--- config.mk ---
export PLATFORM = sky130hd
export DESIGN_NAME = led_arb
export DESIGN_NICKNAME = d
export VERILOG_FILES = /design/src/rtl/led_arb_pkg.sv /design/src/rtl/led_arb_tenure_cnt.sv /design/src/rtl/led_arb.sv
export SDC_FILE = /design/constraint.sdc
export NUM_CORES = 1
export LEC_CHECK = 0
export CAP_MARGIN = 15
export CORE_UTILIZATION = 55
export DETAILED_ROUTE_END_ITERATION = 10
export PLACE_DENSITY = 0.84
export SLEW_MARGIN = 5
export SYNTH_ARGS = -nofsm -noshare
export SYNTH_HDL_FRONTEND = slang
export SYNTH_HIERARCHICAL = 1
export SYNTH_SLANG_ARGS = --single-unit
--- constraint.sdc ---
create_clock -name ledarb_clk_i -period 6.45 [get_ports ledarb_clk_i]
set_clock_uncertainty 0.2 [all_clocks]
set_input_delay 0.9675 -clock ledarb_clk_i [delete_from_list [all_inputs] [get_ports ledarb_clk_i]]
set_output_delay 0.9675 -clock ledarb_clk_i [all_outputs]
set_load 0.01 [all_outputs]
--- src/rtl/led_arb_pkg.sv ---
// Shared types and default parameters for the LED arbiter.
package led_arb_pkg;

   localparam int unsigned DEF_WIDTH  = 8;
   localparam int unsigned DEF_TENURE = 1024;

   typedef enum logic [1:0] {
      IDLE = 2'd0,
      GNT0 = 2'd1,
      GNT1 = 2'd2
   } state_e;

endpackage

--- src/rtl/led_arb_tenure_cnt.sv ---
// Saturating tenure counter: clears on grant entry, counts granted cycles,
// flags when the owner has held the LEDs for MAX cycles.
module tenure_cnt #(
   parameter int unsigned MAX = 1024
) (
   input  logic clk,
   input  logic rst_n,
   input  logic clr,
   input  logic en,
   output logic sat
);

   localparam int unsigned   CW  = (MAX > 1) ? $clog2(MAX) : 1;
   localparam logic [CW-1:0] TOP = CW'(MAX - 1);

   logic [CW-1:0] cnt_q;
   logic [CW-1:0] cnt_d;

   // Next count: clear wins, then saturating increment.
   always_comb begin
      cnt_d = cnt_q;
      if (clr) begin
         cnt_d = '0;
      end else if (en && (cnt_q != TOP)) begin
         cnt_d = cnt_q + CW'(1);
      end
   end

   // Count register with registered saturation flag.
   always_ff @(posedge clk or negedge rst_n) begin
      if (!rst_n) begin
         cnt_q <= '0;
         sat   <= 1'b0;
      end else begin
         cnt_q <= cnt_d;
         sat   <= (cnt_d == TOP);
      end
   end

endmodule

--- src/rtl/led_arb.sv ---
// Two-requester LED arbiter with minimum-tenure preemption and
// round-robin tie breaking.
module led_arb
   import led_arb_pkg::*;
#(
   parameter int unsigned WIDTH  = DEF_WIDTH,
   parameter int unsigned TENURE = DEF_TENURE
) (
   input  logic             ledarb_clk_i,
   input  logic             ledarb_rst_n_i,
   input  logic             req0_i,
   input  logic [WIDTH-1:0] data0_i,
   output logic             gnt0_o,
   input  logic             req1_i,
   input  logic [WIDTH-1:0] data1_i,
   output logic             gnt1_o,
   output logic [WIDTH-1:0] leds_o,
   output logic             busy_o
);

   state_e           state_q;
   state_e           state_d;
   logic             last_q;
   logic             last_d;
   logic [WIDTH-1:0] leds_d;
   logic             entry_c;
   logic             hold_c;
   logic             sat;

   // Tenure counter: restarted on every new grant, runs while ownership holds.
   tenure_cnt #(
      .MAX (TENURE)
   ) u_tenure_cnt (
      .clk   (ledarb_clk_i),
      .rst_n (ledarb_rst_n_i),
      .clr   (entry_c),
      .en    (hold_c),
      .sat   (sat)
   );

   // Next-state, grant bookkeeping and LED pattern selection.
   always_comb begin
      state_d = state_q;
      last_d  = last_q;
      leds_d  = leds_o;
      entry_c = 1'b0;
      hold_c  = 1'b0;

      case (state_q)
         IDLE: begin
            if (req0_i && req1_i) begin
               state_d = last_q ? GNT0 : GNT1;
            end else if (req0_i) begin
               state_d = GNT0;
            end else if (req1_i) begin
               state_d = GNT1;
            end
         end
         GNT0: begin
            leds_d = data0_i;
            if (!req0_i) begin
               state_d = req1_i ? GNT1 : IDLE;
            end else if (req1_i && sat) begin
               state_d = GNT1;
            end
         end
         GNT1: begin
            leds_d = data1_i;
            if (!req1_i) begin
               state_d = req0_i ? GNT0 : IDLE;
            end else if (req0_i && sat) begin
               state_d = GNT0;
            end
         end
         default: begin
            state_d = IDLE;
         end
      endcase

      entry_c = (state_d != state_q) && (state_d != IDLE);
      hold_c  = (state_q != IDLE) && (state_d == state_q);
      if (entry_c) begin
         last_d = (state_d == GNT1);
      end
   end

   // State register.
   always_ff @(posedge ledarb_clk_i or negedge ledarb_rst_n_i) begin
      if (!ledarb_rst_n_i) begin
         state_q <= IDLE;
      end else begin
         state_q <= state_d;
      end
   end

   // Registered grants, busy, LED drive and last-winner record.
   always_ff @(posedge ledarb_clk_i or negedge ledarb_rst_n_i) begin
      if (!ledarb_rst_n_i) begin
         gnt0_o <= 1'b0;
         gnt1_o <= 1'b0;
         busy_o <= 1'b0;
         leds_o <= '0;
         last_q <= 1'b1;
      end else begin
         gnt0_o <= (state_d == GNT0);
         gnt1_o <= (state_d == GNT1);
         busy_o <= (state_d != IDLE);
         leds_o <= leds_d;
         last_q <= last_d;
      end
   end

endmodule

### Yosys cells after proc, flatten, opt, wreduce, memory -nomap -nowiden

Cells that the tools add are included.

* add/sub/neg operators: 1
* reductions and logical operators: 10
* eq/ne operators: 8
* mux-type cells: 14

Operator list (number)
* two-way mux 10 bit: 2
* two-way mux 2 bit: 9
* one-hot mux 8 bit (2 select lines): 1
* adder 10 x 1 -> 10 bit (second input constant): 1
* equality test 10 bit (second input constant): 1
* inequality test 10 bit (second input constant): 1
* logical AND 1 bit: 6
* one-hot mux 2 bit (3 select lines): 1
* nonzero test 2 bit: 3
* equality test 2 x 1 -> 1 bit (second input constant): 2
* equality test 2 bit (second input constant): 2
* equality test 2 bit: 1
* zero test 2 bit: 1
* inequality test 2 bit: 1
* two-way mux 1 bit: 1

* input bits: 20
* word-level logic and storage cells: 41
* register bits after elaboration: 25

### Logic depth before layout (Yosys ltp)

* depth after elaboration: 10
* mapped depth: 13

### Hierarchy

Netlist, hierarchy kept.

By module, submodules not included
* led_arb: seq. area each 351.6 µm², times used 1, cells each 94, area each 893.4 µm²
* tenure_cnt: seq. area each 275.3 µm², times used 1, cells each 66, area each 640.6 µm²

### Worst setup path before layout

No wires, ideal clock.

* path type: input to register
* start point: input port req0_i
* end point: register u_tenure_cnt.sat
* arrival: 3007 ps
* slack: 3122 ps
* stages: 10
* library setup time: 121 ps
* path buffers: 0
* cell sequence: o21bai_2 > a21boi_2 > or3_1 > a2111o_1 > a41oi_2 > and4_4 > a41o_1 > nor2_1 > nor2b_1 > and4b_1

* word-level cells in the longest chain between the ends: 10
* elaborated cells between the ends (all ways): 18
* classes of those cells: eq/ne (3); mux (9); reduce/logical (6)

Ends and longest elaborated chain
* start, declared: line led_arb.sv:11 `input logic req0_i,`
* logical AND 1 bit: line led_arb.sv:71 `end else if (req0_i && sat) begin`
* two-way mux 2 bit: line led_arb.sv:71
* two-way mux 2 bit: line led_arb.sv:69 `if (!req1_i) begin`
* one-hot mux 2 bit (3 select lines) (*): line led_arb.sv:49 `case (state_q)`
* equality test 2 bit (*): line led_arb.sv:81 `hold_c = (state_q != IDLE) && (state_d == state_q);`
* logical AND 1 bit (*): line led_arb.sv:81
* named net hold_c: line led_arb.sv:27 `logic hold_c;`
* logical AND 1 bit (*): line led_arb_tenure_cnt.sv:24 `end else if (en && (cnt_q != TOP)) begin`
* two-way mux 10 bit (*): line led_arb_tenure_cnt.sv:24
* two-way mux 10 bit (*): line led_arb_tenure_cnt.sv:22 `if (clr) begin`
* named net u_tenure_cnt.cnt_d[6]: line led_arb_tenure_cnt.sv:17 `logic [CW-1:0] cnt_d;`
* equality test 10 bit (*): line led_arb_tenure_cnt.sv:36 `sat <= (cnt_d == TOP);`
* end signal, assigned: line led_arb_tenure_cnt.sv:36
* end, declared: line led_arb_tenure_cnt.sv:10 `output logic sat`

Mark *: on every way through the listed nets, which the timed path passes. The rest lies on a longest branch.
A chain may end at the register's enable or synchronous reset.

### Worst setup path after layout

* start point: register state_q[0]
* end point: register u_tenure_cnt.sat

* word-level cells in the longest chain between the ends: 10
* elaborated cells between the ends (all ways): 21
* classes of those cells: eq/ne (5); mux (10); reduce/logical (6)

Ends and longest elaborated chain
* start, declared: line led_arb.sv:21 `state_e state_q;`
* start signal, assigned: line led_arb.sv:92 `state_q <= state_d;`
* two-way mux 2 bit: line led_arb.sv:55 `end else if (req1_i) begin`
* two-way mux 2 bit: line led_arb.sv:53 `end else if (req0_i) begin`
* two-way mux 2 bit: line led_arb.sv:51 `if (req0_i && req1_i) begin`
* one-hot mux 2 bit (3 select lines): line led_arb.sv:49
* equality test 2 bit: line led_arb.sv:81
* logical AND 1 bit (*): line led_arb.sv:81
* named net hold_c: line led_arb.sv:27
* logical AND 1 bit (*): line led_arb_tenure_cnt.sv:24
* two-way mux 10 bit (*): line led_arb_tenure_cnt.sv:24
* two-way mux 10 bit (*): line led_arb_tenure_cnt.sv:22
* named net u_tenure_cnt.cnt_d[6]: line led_arb_tenure_cnt.sv:17
* equality test 10 bit (*): line led_arb_tenure_cnt.sv:36

Marks and branches as above.

==> impl_metrics.tcl <==
set metrics [dict create \
    cp.arrival_ns 4.00 \
    grt.overflow.total 0 \
    core_area_um2 2545 \
    finalSetupViolCount 0 \
    yosys_register_bits 25 \
    clockBufferDepth 2 \
    path_class "register to register" \
    place_inst 215 \
    initial_core_util_pct 60.28 \
    synth_nets 185 \
    ctsHoldBuffers 0 \
    drt_iter0_drc 35 \
    multi_input_area_um2 847.1 \
    critical_path_required_ns 6.47 \
    finalHoldViolCount 0 \
    syn_inst 160 \
    die_x_um 54.81 \
    nets 216 \
    fmax_ghz 0.2514 \
    synth.distinct_cells 52 \
    crit_path_end_kind "register" \
    drive_gt1_share_pct 9.474 \
    layout_min_cycle_time_ns 3.978 \
    min_path_cells 2 \
    synth_area_leaders "dfrtp_1, mux2i_1, nor2_1" \
    grt_max_degree 26 \
    diodes 0 \
    die_h_um 54.81 \
    synth_area_um2 1534 \
    rsz0062_at_grt "no" \
    crit_fanout 12 \
    vias 1295 \
    wire_per_inst_um 15.16 \
    power.leakage_nw 0.7833 \
    synth_top_area_share_pct 39.15 \
    drt_pass1_iterations 4 \
    clock_latency_ns 0.32 \
    synthArstFlopShare_pct 100.0 \
    grt_pass1_wl_mm 4.954 \
    final_cells 220 \
    die-area_um2 3004 \
    seqCellArea_um2 626.9 \
    max_slew.worst_pin.slew_ns 0.8338 \
    vias_per_cell 5.886 \
    setup_tns_ns 0 \
    cts.clk_slew.worst_paths_ns 0.13 \
    clock_sinks 25 \
    start_kind "register" \
    routabilityCongestion 0.9185 \
    synth_top_area_cell "dfrtp_1" \
    cts_resized 0 \
    slew_violations 0 \
    power.density_nw_per_um2 386.2 \
    cts-htree-levels 1 \
    rows 18 \
    cts_tree "built" \
    grt_antenna_before_repair 0 \
    drt-total-wl_mm 3.336 \
    yosysMostFrequentCell "dfrtp_1" \
    syn_avg_cell_area_um2 9.587 \
    max_slew_margin_pct 44.41 \
    ys_seq_area_share_pct 40.86 \
    cts_root_buf "clkbuf_4" \
    cts_inserted_buffers 3 \
    synth_flop_cell "dfrtp_1" \
    io_buffers 30 \
    grt_pass1_vias 1150 \
    dpl.hpwl_mm 2.539 \
    maxCapViolations 0 \
    min_path_type "register to register" \
    n_fill_cell 192 \
    io_pins 31 \
    fin_crit_sh_pct 61.67 \
    ys_warn_count 6 \
    drcViolationCount 0 \
    synthTopCellsByCount "dfrtp_1, nor2_1, a21oi_1, nand2_1, mux2i_1" \
    status "finished, final reports clean" \
    syn_to_final_growth_pct 22.51 \
    grtUsageTotal_pct 23.50 \
    postCtsSetupRepairBufs 0 \
    peakVddDrop_v 0.0002770 \
    worstRegToRegCells 12 \
    antenna_left 0 \
    synth_edf_count 0 \
]
sequential cells by signal, indices dropped and copies added, names as in the netlist:
name	count
last_q	1
u_tenure_cnt/cnt_q	10
gnt1_o	1
busy_o	1
u_tenure_cnt/sat	1
state_q	2
leds_o	8
gnt0_o	1
final timing paths:
kind / from / end / slack [ns]
setup / recovery: state_q[0] / u_tenure_cnt/sat / 2.47
setup reg to reg: state_q[0] / u_tenure_cnt/sat / 2.47
hold / removal: leds_o[1] / leds_o[1] / 0.35
hold reg to reg: leds_o[1] / leds_o[1] / 0.35
min in group asynchronous: ledarb_rst_n_i / u_tenure_cnt/cnt_q[3] / 0.78
max in group asynchronous: ledarb_rst_n_i / last_q / 4.72
report_power, final:
group | internal [mW] | leakage [nW] | switching, mW
clock network | 0.0242 | 0.0150 | 0.0439
registers | 0.208 | 0.315 | 0.0436
logic | 0.184 | 0.454 | 0.222
total | 0.417 | 0.783 | 0.309
per-layer routing:
metal  wire length, µm  vias to the layer above  share of wire [%]  track usage [%]
met5                 0                        -                  0                0
met4                42                        0                1.3            9.829
met3               103                        6                3.1            2.500
met2              1732                       30                 52            41.16
met1              1458                      617                 44            28.90
li1                  -                      642                  -                -
per-stage QoR:
step / setup slack [ns] / area (µm²) / total power [mW] / hold slack, ns / util, %
finish: 2.472 / 1879 / 0.7258 / 0.3505 / 73.84
global route: 2.169 / 1879 / 0.7779 / 0.3698 / 73.84
CTS: 2.484 / 1864 / 0.7271 / 0.3479 / 73.25
detailed placement: 2.281 / 1838 / 0.6579 / 0.3184 / 72.22
global placement: 2.434 / 1838 / 0.6387 / 0.3116 / 72.22
floorplan: 3.122 / 1534 / 0.5293 / 0.3364 / -
cells in the final DEF, fill, tap and decap left out, types with 5 or more instances in the layout:
cell | netlist | routed
a21oi_1 | 13 | 13
clkdlybuf4s50_1 | 0 | 30
dfrtp_1 | 24 | 24
ha_1 | 5 | 5
inv_1 | 7 | 7
mux2i_1 | 9 | 9
nand2_1 | 11 | 11
nand3_1 | 7 | 7
nor2_1 | 22 | 22
xor2_1 | 5 | 5
area by class of cell:
| class | instances | share of cell area [%] |
|---|---|---|
| Inverter | 7 | 1.398 |
| Multi-Input combinational cell | 123 | 45.07 |
| Sequential cell | 25 | 33.36 |
| Clock buffer | 4 | 1.398 |
| Timing Repair Buffer | 31 | 16.78 |
| Tap cell | 30 | 1.997 |
cell families after synthesis:
kind of cell	count (synthesis)	share of synthesized area [%]
compound gates	37	19.00
xor+xnor	6	3.426
fa+ha+maj	5	4.078
buf+inv	12	3.915
flops	25	40.87
mux	9	5.873
simple gates	66	22.84
worst max-delay path, cell delays in order (launching register included):
cell and delay (ns):
dfrtp_1 0.54, inv_1 0.22, ha_1 0.58, nand2_1 0.14
a311oi_2 0.45, o31ai_1 0.13, a2111o_1 0.41, a41oi_2 0.33
and4_4 0.32, a41o_1 0.18, nor2_1 0.06, nor2b_1 0.13
and4b_1 0.20
No activity file was read; power rests on OpenSTA's default activity.
